## src/rtl/imem_loader_pkg.sv

```systemverilog
// Shared instruction-memory constants and the loader FSM state encoding.
package imem_pkg;

  localparam int IMEM_ADDR_W = 11;
  localparam int IMEM_DEPTH  = 2048;
  localparam int IMEM_DATA_W = 32;

  typedef enum logic [1:0] {
    ST_IDLE    = 2'd0,
    ST_COLLECT = 2'd1,
    ST_WRITE   = 2'd2,
    ST_DONE    = 2'd3
  } loader_state_e;

endpackage

```

## src/rtl/imem_loader_byte_packer.sv

```systemverilog
// Little-endian byte-to-word assembler: the first byte lands in bits [7:0].
module byte_packer #(
  parameter int DATA_W = 32
) (
  input  logic              clk,
  input  logic              rst,
  input  logic              clear_i,
  input  logic              shift_i,
  input  logic [7:0]        byte_i,
  output logic [DATA_W-1:0] word_o,
  output logic              last_o
);

  localparam int NBYTES = DATA_W / 8;
  localparam int CNT_W  = $clog2(NBYTES);

  logic [CNT_W-1:0]  cnt_q, cnt_d;
  logic [DATA_W-1:0] word_q, word_d;

  // Only the byte counter is cleared; stale data is overwritten before reuse.
  always_comb begin
    cnt_d  = cnt_q;
    word_d = word_q;
    if (clear_i) begin
      cnt_d = '0;
    end else if (shift_i) begin
      for (int i = 0; i < NBYTES; i++) begin
        if (cnt_q == CNT_W'(i)) begin
          word_d[i*8 +: 8] = byte_i;
        end
      end
      cnt_d = cnt_q + CNT_W'(1);
    end
  end

  always_ff @(posedge clk or posedge rst) begin
    if (rst) begin
      cnt_q  <= '0;
      word_q <= '0;
    end else begin
      cnt_q  <= cnt_d;
      word_q <= word_d;
    end
  end

  assign word_o = word_q;
  assign last_o = (cnt_q == CNT_W'(NBYTES - 1));

endmodule

```

## src/rtl/imem_loader.sv

```systemverilog
// Byte-stream to instruction-memory loader FSM.
// Optional IMEM_LOADER_CHECKSUM_EN adds an XOR checksum output of the written words.
module imem_loader
  import imem_pkg::*;
#(
  parameter int ADDR_W = IMEM_ADDR_W,
  parameter int DATA_W = IMEM_DATA_W
) (
  input  logic              clk,
  input  logic              rst,
  input  logic              start,
  input  logic [ADDR_W:0]   word_count,
  input  logic              abort,
  input  logic              in_valid,
  input  logic [7:0]        in_data,
  output logic              in_ready,
  output logic              wr_en,
  output logic [ADDR_W-1:0] wr_addr,
  output logic [DATA_W-1:0] wr_data,
  output logic              busy,
  output logic              done
`ifdef IMEM_LOADER_CHECKSUM_EN
  ,
  output logic [DATA_W-1:0] chksum
`endif
);

  localparam logic [ADDR_W:0] DEPTH = {1'b1, {ADDR_W{1'b0}}};

  loader_state_e     state_q, state_d;
  logic [ADDR_W:0]   total_q, total_d;
  logic [ADDR_W:0]   written_q, written_d;
  logic [ADDR_W-1:0] addr_q, addr_d;

  logic              accept;
  logic              pack_last;
  logic [DATA_W-1:0] pack_word;

  assign accept = (state_q == ST_COLLECT) && in_valid;

  byte_packer #(
    .DATA_W(DATA_W)
  ) u_packer (
    .clk    (clk),
    .rst    (rst),
    .clear_i(state_q == ST_IDLE || abort),
    .shift_i(accept && !abort),
    .byte_i (in_data),
    .word_o (pack_word),
    .last_o (pack_last)
  );

  // abort wins over byte acceptance and WRITE; the address stops at the last word so it never wraps.
  always_comb begin
    state_d   = state_q;
    total_d   = total_q;
    written_d = written_q;
    addr_d    = addr_q;
    case (state_q)
      ST_IDLE: begin
        if (start) begin
          total_d   = (word_count > DEPTH) ? DEPTH : word_count;
          written_d = '0;
          addr_d    = '0;
          state_d   = (word_count == '0) ? ST_DONE : ST_COLLECT;
        end
      end
      ST_COLLECT: begin
        if (abort) begin
          state_d = ST_IDLE;
        end else if (accept && pack_last) begin
          state_d = ST_WRITE;
        end
      end
      ST_WRITE: begin
        if (abort) begin
          state_d = ST_IDLE;
        end else begin
          written_d = written_q + 1'b1;
          if (written_d == total_q) begin
            state_d = ST_DONE;
          end else begin
            addr_d  = addr_q + 1'b1;
            state_d = ST_COLLECT;
          end
        end
      end
      ST_DONE: begin
        state_d = ST_IDLE;
      end
      default: begin
        state_d = ST_IDLE;
      end
    endcase
  end

  always_ff @(posedge clk or posedge rst) begin
    if (rst) begin
      state_q   <= ST_IDLE;
      total_q   <= '0;
      written_q <= '0;
      addr_q    <= '0;
    end else begin
      state_q   <= state_d;
      total_q   <= total_d;
      written_q <= written_d;
      addr_q    <= addr_d;
    end
  end

  assign in_ready = (state_q == ST_COLLECT);
  assign wr_en    = (state_q == ST_WRITE);
  assign busy     = (state_q == ST_COLLECT) || (state_q == ST_WRITE);
  assign done     = (state_q == ST_DONE);
  assign wr_addr  = addr_q;
  assign wr_data  = pack_word;

`ifdef IMEM_LOADER_CHECKSUM_EN
  logic [DATA_W-1:0] chksum_q;

  always_ff @(posedge clk or posedge rst) begin
    if (rst) begin
      chksum_q <= '0;
    end else if (state_q == ST_IDLE && start) begin
      chksum_q <= '0;
    end else if (state_q == ST_WRITE) begin
      chksum_q <= chksum_q ^ pack_word;
    end
  end

  assign chksum = chksum_q;
`endif

endmodule

```

## config.mk

```make
export PLATFORM = sky130hd
export DESIGN_NAME = imem_loader
export DESIGN_NICKNAME = d
export VERILOG_FILES = /design/src/rtl/imem_loader_pkg.sv /design/src/rtl/imem_loader_byte_packer.sv /design/src/rtl/imem_loader.sv
export SDC_FILE = /design/constraint.sdc
export NUM_CORES = 1
export LEC_CHECK = 0
export CAP_MARGIN = 20
export CORE_ASPECT_RATIO = 0.9
export CORE_MARGIN = 2
export CORE_UTILIZATION = 52
export DETAILED_ROUTE_END_ITERATION = 16
export PLACE_DENSITY = 0.82
export RECOVER_POWER = 100
export SKIP_LAST_GASP = 1
export SLEW_MARGIN = 10
export SYNTH_ARGS = -nofsm -noshare
export SYNTH_HDL_FRONTEND = slang
export SYNTH_SLANG_ARGS = --single-unit
```

## constraint.sdc

```tcl
create_clock -name clk -period 2.6 [get_ports clk]
set_input_delay 0.26 -clock clk [delete_from_list [all_inputs] [get_ports clk]]
set_output_delay 0.26 -clock clk [all_outputs]
set_load 0.01 [all_outputs]
```

### Word level (Yosys, flattened, before mapping)

Cells that the tools add are included.

| cells by class | value |
|---|---|
| reduce and logical (&&, ||, !) cells | 19 |
| add/subtract/negate cells | 3 |
| mux-type cells | 17 |
| bitwise operators | 1 |
| magnitude comparators | 1 |
| equality and inequality tests | 11 |

Operators by type and width:

| cell | count |
|---|---|
| $mux W12 | 3 |
| $mux W11 | 3 |
| $pmux W12 S2 | 1 |
| $pmux W11 S2 | 1 |
| $mux W2 | 8 |
| $reduce_and A3 Y1 | 5 |
| $add A12 B1 Y12 const B | 1 |
| $eq A12 B12 Y1 | 1 |
| $gt A12 B12 Y1 const B | 1 |
| $logic_not A12 Y1 | 1 |
| $add A11 B1 Y11 const B | 1 |
| $eq A2 B2 Y1 const B | 4 |
| $pmux W2 S4 | 1 |
| $ne A2 B2 Y1 const B | 3 |
| $eq A2 B1 Y1 const B | 2 |
| $logic_not A2 Y1 | 2 |
| $reduce_and A2 Y1 | 2 |
| $reduce_and A4 Y1 | 1 |
| $reduce_bool A2 Y1 | 2 |
| $logic_and A1 B1 Y1 | 3 |
| $ne A3 B2 Y1 const B | 1 |
| $add A2 B1 Y2 const B | 1 |
| $logic_or A1 B1 Y1 | 2 |
| $logic_not A1 Y1 | 1 |
| $not A1 Y1 | 1 |

| word-level totals | value |
|---|---|
| input port bits | 25 |
| register bits | 71 |
| output and inout port bits | 47 |

### Longest topological paths before layout

Gate-level depths: netlist of run 1.

| depth | value |
|---|---|
| word-level depth | 6 |
| mapped depth | 10 |
| depth with buffers taken out | 8 |

### Cells and area by module

Synthesis of run 1 repeated with hierarchy kept, for this count alone.

| second synthesis, totals | value |
|---|---|
| cells, all modules | 336 |
| area total of the unflattened synthesis | 3,713.6 um^2 |

By module, submodules not included:

| module | area each (um^2) | instances | cells an instance |
|---|---|---|---|
| imem_loader | 2,316.0 | 1 | 254 |
| byte_packer | 1,397.6 | 1 | 82 |

### Worst setup path after synthesis of run 1

No wires, ideal clock.

| path | value |
|---|---|
| path type | reg-to-reg |
| start point | reg written_q[0] |
| end point | reg addr_q[10], in the netlist wr_addr[10] |
| path buffers | 1 |
| cell stages (with the launch flop) | 9 |
| library setup time | 67 ps |
| period minus slack after synthesis | 2,094 ps |
| arrival time | 2,027 ps |
| slack | 506 ps |
| data required time | 2,533 ps |
| cell sequence | dfrtp_1 > ha_1 > and2_1 > a211o_1 > a31oi_1 > a2111oi_4 > buf_6 > a2111o_1 > nand2_1 |

| between the ends | value |
|---|---|
| word-level cells in the longest chain between the ends | 4 |

RTL lines:

| what | RTL line | RTL |
|---|---|---|
| from (decl) | imem_loader.sv:32 | `logic [ADDR_W:0] written_q, written_d;` |
| from (signal assigned) | imem_loader.sv:106 | `written_q <= written_d;` |
| $add A12 B1 Y12 | imem_loader.sv:79 | `written_d = written_q + 1'b1;` |
| $eq A12 B12 Y1 | imem_loader.sv:80 | `if (written_d == total_q) begin` |
| $ne A2 B2 Y1 (no line) | -- |  |
| $reduce_and A4 Y1 (no line) | -- |  |
| to (signal assigned) | imem_loader.sv:107 | `addr_q <= addr_d;` |
| to (decl) | imem_loader.sv:33 | `logic [ADDR_W-1:0] addr_q, addr_d;` |

No other way between the ends.
A chain may end at the register's enable or synchronous reset.

### Worst setup path in the final report of run 1

| path | value |
|---|---|
| start point | reg state_q[0] |
| end point | reg addr_q[10], in the netlist wr_addr[10] |

| between the ends | value |
|---|---|
| word-level cells in the longest chain between the ends | 3 |
| elaborated cells on any way between the ends | 8 |
| those cells by class | 4 x eq/ne; 1 x mux; 3 x reduce/logical |

RTL lines:

| what | RTL line | RTL |
|---|---|---|
| from (decl) | imem_loader.sv:30 | `loader_state_e state_q, state_d;` |
| from (signal assigned) | imem_loader.sv:104 | `state_q <= state_d;` |
| $eq A2 B2 Y1 / $logic_not A2 Y1 (equally long branches) | imem_loader.sv:59 | `case (state_q)` |
| $ne A2 B2 Y1 (no line) / $reduce_bool A2 Y1 (equally long branches) | -- |  |
| $reduce_and A4 Y1 (no line) | -- |  |

Parallel ways exist; a longest one is shown, timed or not.

==> results.ini, run 1 <==
[worst_setup_path]
arrival_ps = 2540
r2r_start = state_q[0]$_DFFE_PP0P_
crit_path_max_fanout = 20
critPathKind = reg -> reg
rrSetupSlack_ps = 290
slowest_delay_ps = 470
end_kind = flop
critPathLaunchType = flop
crit_top_cell = nand2_1
required_ps = 2830
critPathLaunch = state_q[0]$_DFFE_PP0P_
crit_path_cell_trace = inv_1 > ha_1 > nand2_1 > buf_4 > or2_1 > o311a_1 > a41oi_1 > nand2_1
critical-path-slowest-cell = or2_1

[sta]
hold_viol = 0
max_slew_margin_pct = 17.3
whs_ps = 503
setup_ws_ps = 293
setup_tns_ps = 0
clock_skew_ps = 12.8
min_period_ps = 2310
min_period_over_period_pct = 88.7
final-setup-viol-count = 0
slew_viol_final = 0
achievable-frequency_mhz = 433
grt_setup_unrepaired = no
tightest_slew_ps = 1240

[placed_design]
dpl-instance-area_mm2 = 0.00457
place_hpwl_um = 6260
port_buffers = 71
dp.cells = 513
place_ws_ps = 334
place.gp.congestion = 0.859

[global_routing]
antenna_found_initial = 0
grt_pass1_vias = 3004
track_usage_pct = 23.5
overflow = 0
grt_pass1_wl_um = 14500
grt_max_degree = 40

[run]
cap_violations = 0

[synth]
syn_area_mm2 = 0.00376
syn_avg_cell_area_um2 = 10.6
synth_enable_flop_cells = 0
syn_nets = 392
synth-seq-cells = 71
synth_ff_type = dfrtp_1
yosysWarnings = 0
synth_seq_area_share_pct = 47.2
synthArstFlopShare_pct = 100
syn_inst = 356
ys_types = 51

[power]
peakVddDrop_mv = 0.410
power.density_mw_per_mm2 = 817
power_mw = 3.92
p_leak_nw = 2.26

[floorplanning]
core_area_mm2 = 0.00704
fp.dieArea_mm2 = 0.00793
start_util_pct = 53.4
die_w_um = 93.6
rows = 29
die_h_um = 84.7
pin_count = 72

[detailed_routing]
drtAntennaViolNets = 0
vias = 3055
drt_first_iter_violations = 144
drt_wl_total_um = 8630
wl_per_cell_um = 16.3
drcViolationCount = 0
dr.pass1.iters = 5
vias_per_cell = 5.78

[clock_tree]
cts_tree = done
cts_setup_buffers = 0
cts_buffer_depth = 2
cts_max_level = 3
ctsHoldBuffers = 0
clock_sinks = 71
cts_buffers = 9
cts_resized = 0
clk-insertion-delay-late_ps = 350
clk_pin_slew_worst_paths_ps = 80
clock_tree.root_cell = clkbuf_8

[finish]
n_fill_cell = 535
layoutNonFillerInstCount = 529
post-route-util_pct = 68.1
final_cell_area_mm2 = 0.00480
final_nets = 467
syn2layout_area_growth_pct = 27.5
final_common_cell = dfrtp_1
drive_gt1_share_pct = 14.4
diodes = 0
final_cell_mix = dfrtp_1 (71), dlygate4sd3_1 (48), nand2_1 (33), mux2_2 (33), o21ai_0 (24)

[min_path]
hold_path_class = reg -> reg
hp-start = u_packer.word_o[26]$_DFFE_PP0P_

[outcome]
outcome = finished, final reports clean

worst max-delay path, delay by kind of cell, from the launching register on:
family          cells  cell delay, ps
compound gates      2             410
fa+ha+maj           1             370
buf+inv             2             310
flops               1             420
simple gates        3             680
cells in the mapped netlist (2+ instances only):
master    number  area, µm²
and3_1         8       50.1
o21ai_0       24        120
nor3_1         6       30.0
o31ai_1        2       15.0
buf_6          3       33.8
nand2b_1      14       87.6
mux2_2        33        372
o311a_1        2       20.0
xor2_1         4       35.0
a22o_1         8       70.1
nand3_2        2       20.0
clkbuf_1       8       30.0
nor2b_1        2       12.5
or2_2          2       12.5
nor4_1         6       37.5
xnor2_1       12        105
dfrtp_1       71       1780
inv_1          7       26.3
a31oi_1        3       18.8
a2111o_1       4       45.0
or3_1          2       12.5
nand3_1        9       45.0
o211ai_1       8       60.1
nand2_1       33        124
ha_1          11        138
and4_1         3       26.3
nand4_1       16        100
and2_1         3       18.8
a21oi_1        6       30.0
nor2_1        23       86.3
kinds of logic after synthesis:
logic type	share of synthesized area, %
DFF	47.2
and+or+nand+nor	19.3
xor gates and xnor gates	3.73
muxes	10.1
adders and majority gates	3.66
AOI/OAI and AO/OA	13.0
buffers and inverters	2.93
registers in the layout (all words and copies together), names as in the netlist:
name	flops
u_packer.word_o	32
wr_addr	11
total_q	12
written_q	12
state_q	2
u_packer.cnt_q	2
area by class of cell:
cell class	count	area, µm²	share of cell area [%]
Clock buffer	11	151	3.16
Tap cell	93	116	2.43
Clock inverter	5	80.1	1.67
Timing Repair Buffer	78	773	16.1
Inverter	8	30.0	0.626
Sequential cell	71	1780	37.0
Multi-Input combinational cell	263	1870	39.0
layer usage:
layer / vias up / GRT usage [%] / wire [µm]
li1: 1464 / - / -
met1: 1486 / 31.1 / 3860
met2: 94 / 37.9 / 4220
met3: 11 / 6.28 / 455
met4: 0 / 7.38 / 89
met5: - / 0 / 0
report_power, final:
part | switching [mW] | internal [mW]
Clock | 0.425 | 0.591
Combinational | 0.738 | 0.656
Sequential | 0.175 | 1.34
path summary, 6_finish.rpt:
path,to,depth (start not counted)
max,wr_addr[10]$_DFFE_PP0P_,8
min,u_packer.word_o[26]$_DFFE_PP0P_,1
max reg2reg,wr_addr[10]$_DFFE_PP0P_,8
min reg2reg,u_packer.word_o[26]$_DFFE_PP0P_,1
max in group asynchronous,u_packer.cnt_q[1]$_DFFE_PP0P_,3
min in group asynchronous,u_packer.word_o[8]$_DFFE_PP0P_,2
(Power assumes the default switching activity.)
==> run 2: changes to the inputs <==
CORE_UTILIZATION = 56   (was 52)
PLACE_DENSITY = 0.87   (was 0.82)
clock period = 2.9 ns   (was 2.6 ns; I/O delays follow)
==> run 2 against run 1 <==
The flow now finishes with violations (capacitance limit, slew limit). Combinational power shrank 9%. Sequential cell count is the same. Clock skew shrank 7.7 ps. Maximum frequency shrank 8.9%. Critical path type unchanged. Die area shrank 6.8%. Largest cell class unchanged. Routed wire length grew 5.3%. Total power shrank 8.6%. Final cell count shrank 0.95%. Sequential power shrank 11%. Clock-buffer cell count shrank 2. Non-clock buffer count shrank 2.
==> results.ini, run 2 (synthesized netlist as in run 1, its figures left out) <==
[placed_design]
place_hpwl_um = 6410
place.gp.congestion = 0.827
dp.cells = 508
port_buffers = 71
dpl-instance-area_mm2 = 0.00455

[detailed_routing]
wl_per_cell_um = 17.3
drt_wl_total_um = 9080
vias = 3124
drcViolationCount = 0
drt_first_iter_violations = 307
vias_per_cell = 5.96
dr.pass1.iters = 5
drtAntennaViolNets = 0

[sta]
whs_ps = 506
min_period_ps = 2530
tightest_slew_ps = 1720
achievable-frequency_mhz = 395
slew_viol_final = 72
grt_setup_unrepaired = no
max_slew_margin_pct = -14.4
min_period_over_period_pct = 87.3
hold_viol = 0
clock_skew_ps = 5.08
setup_tns_ps = 0
final-setup-viol-count = 0

[floorplanning]
pin_count = 72
start_util_pct = 57.4
die_w_um = 90.4
die_h_um = 81.7
rows = 28
core_area_mm2 = 0.00655
fp.dieArea_mm2 = 0.00739

[global_routing]
overflow = 0
grt_util_met1_pct = 33.4
grt_pass1_wl_um = 15200
grt-busiest-layer = met2
grt_pass1_vias = 3050
grt_max_degree = 72
antenna_found_initial = 0
grt_use_met2_pct = 44.2
track_usage_pct = 26.4
met3_usage_pct = 9.63

[worst_setup_path]
required_ps = 3190
end_kind = flop
crit_path_cell_trace = ha_1 > and2_0 > a211o_1 > a31oi_1 > a2111oi_4 > clkbuf_2 > a2111o_1 > nand3_1
critPathKind = reg -> reg
critical-path-slowest-cell = a2111o_1
critPathLaunchType = flop
arrival_ps = 2820
crit_path_max_fanout = 23
slowest_delay_ps = 480

[finish]
final_nets = 465
drive_gt1_share_pct = 14.1
layoutNonFillerInstCount = 524
multiInputGateArea_mm2 = 0.00186
final_cell_mix = dfrtp_1 (71), dlygate4sd3_1 (48), nand2_1 (33), mux2_2 (33), o21ai_0 (24)
diodes = 0
n_fill_cell = 484
final_cell_area_mm2 = 0.00477
final_common_cell = dfrtp_1
syn2layout_area_growth_pct = 26.8
register_area_mm2 = 0.00178
largest_register_ffs = 32

[power]
power.density_mw_per_mm2 = 751
peakVddDrop_mv = 0.477
p_leak_nw = 2.25

[clock_tree]
cts_resized = 0
ctsHoldBuffers = 0
clk-insertion-delay-late_ps = 350
cts_tree = done
clk_pin_slew_worst_paths_ps = 80
cts_buffer_depth = 2
clock_sinks = 71
cts_buffers = 9
cts_max_level = 3
cts_setup_buffers = 0
clock_tree.root_cell = clkbuf_8

[outcome]
violations = capacitance limit, slew limit
outcome = complete, but fails checks

[run]
cap_violations = 1

[min_path]
hold_path_class = reg -> reg

[run 2: layout make-up]
cell class                      count  share of cell area [%]
Clock buffer                        9                    2.60
Multi-Input combinational cell    263                    39.1
Clock inverter                      7                    2.52
Tap cell                           90                    2.36
Sequential cell                    71                    37.2
Timing Repair Buffer               76                    15.6
Inverter                            8                   0.629
[run 2: where the power goes]
group	leakage [nW]	internal, mW	switching [mW]
sequential	0.959	1.20	0.155
clock	0.120	0.574	0.401
combinational	1.17	0.577	0.680
[run 2: critical path, delay by kind of cell (launching register included)]
kind                       cells  cell delay (ps)
adders and majority gates      1              290
buffers and inverters          1              320
DFF                            1              470
AOI/OAI and AO/OA              4             1130
and+or+nand+nor                2              240
[run 2: path summary, 6_finish.rpt]
path / to / from / slack, ps / depth (start not counted)
setup / recovery: wr_addr[7]$_DFFE_PP0P_ / written_q[0]$_DFFE_PP0P_ / 370 / 8
hold / removal: u_packer.word_o[28]$_DFFE_PP0P_ / u_packer.word_o[28]$_DFFE_PP0P_ / 510 / 1
setup reg to reg: wr_addr[7]$_DFFE_PP0P_ / written_q[0]$_DFFE_PP0P_ / 370 / 8
hold reg to reg: u_packer.word_o[28]$_DFFE_PP0P_ / u_packer.word_o[28]$_DFFE_PP0P_ / 510 / 1
max in group asynchronous: wr_addr[5]$_DFFE_PP0P_ / rst / 900 / 3
min in group asynchronous: total_q[2]$_DFFE_PP0P_ / rst / 950 / 3
[run 2: metal layers]
layer | wire [µm] | share of wire, %
met3 | 694 | 7.6
met1 | 3860 | 42
met4 | 92 | 1.0
met2 | 4440 | 49
met5 | 0 | 0
[run 2: through the flow]
stage          setup WS [ps]  util, %  power, mW
2_1_floorplan            806        -       2.17
3_3_place_gp             679     69.5       2.62
3_5_place_dp             567     69.5       2.68
4_1_cts                  548     73.2       3.66
5_1_grt                  266     72.8       3.79
6_report                 367     72.8       3.58
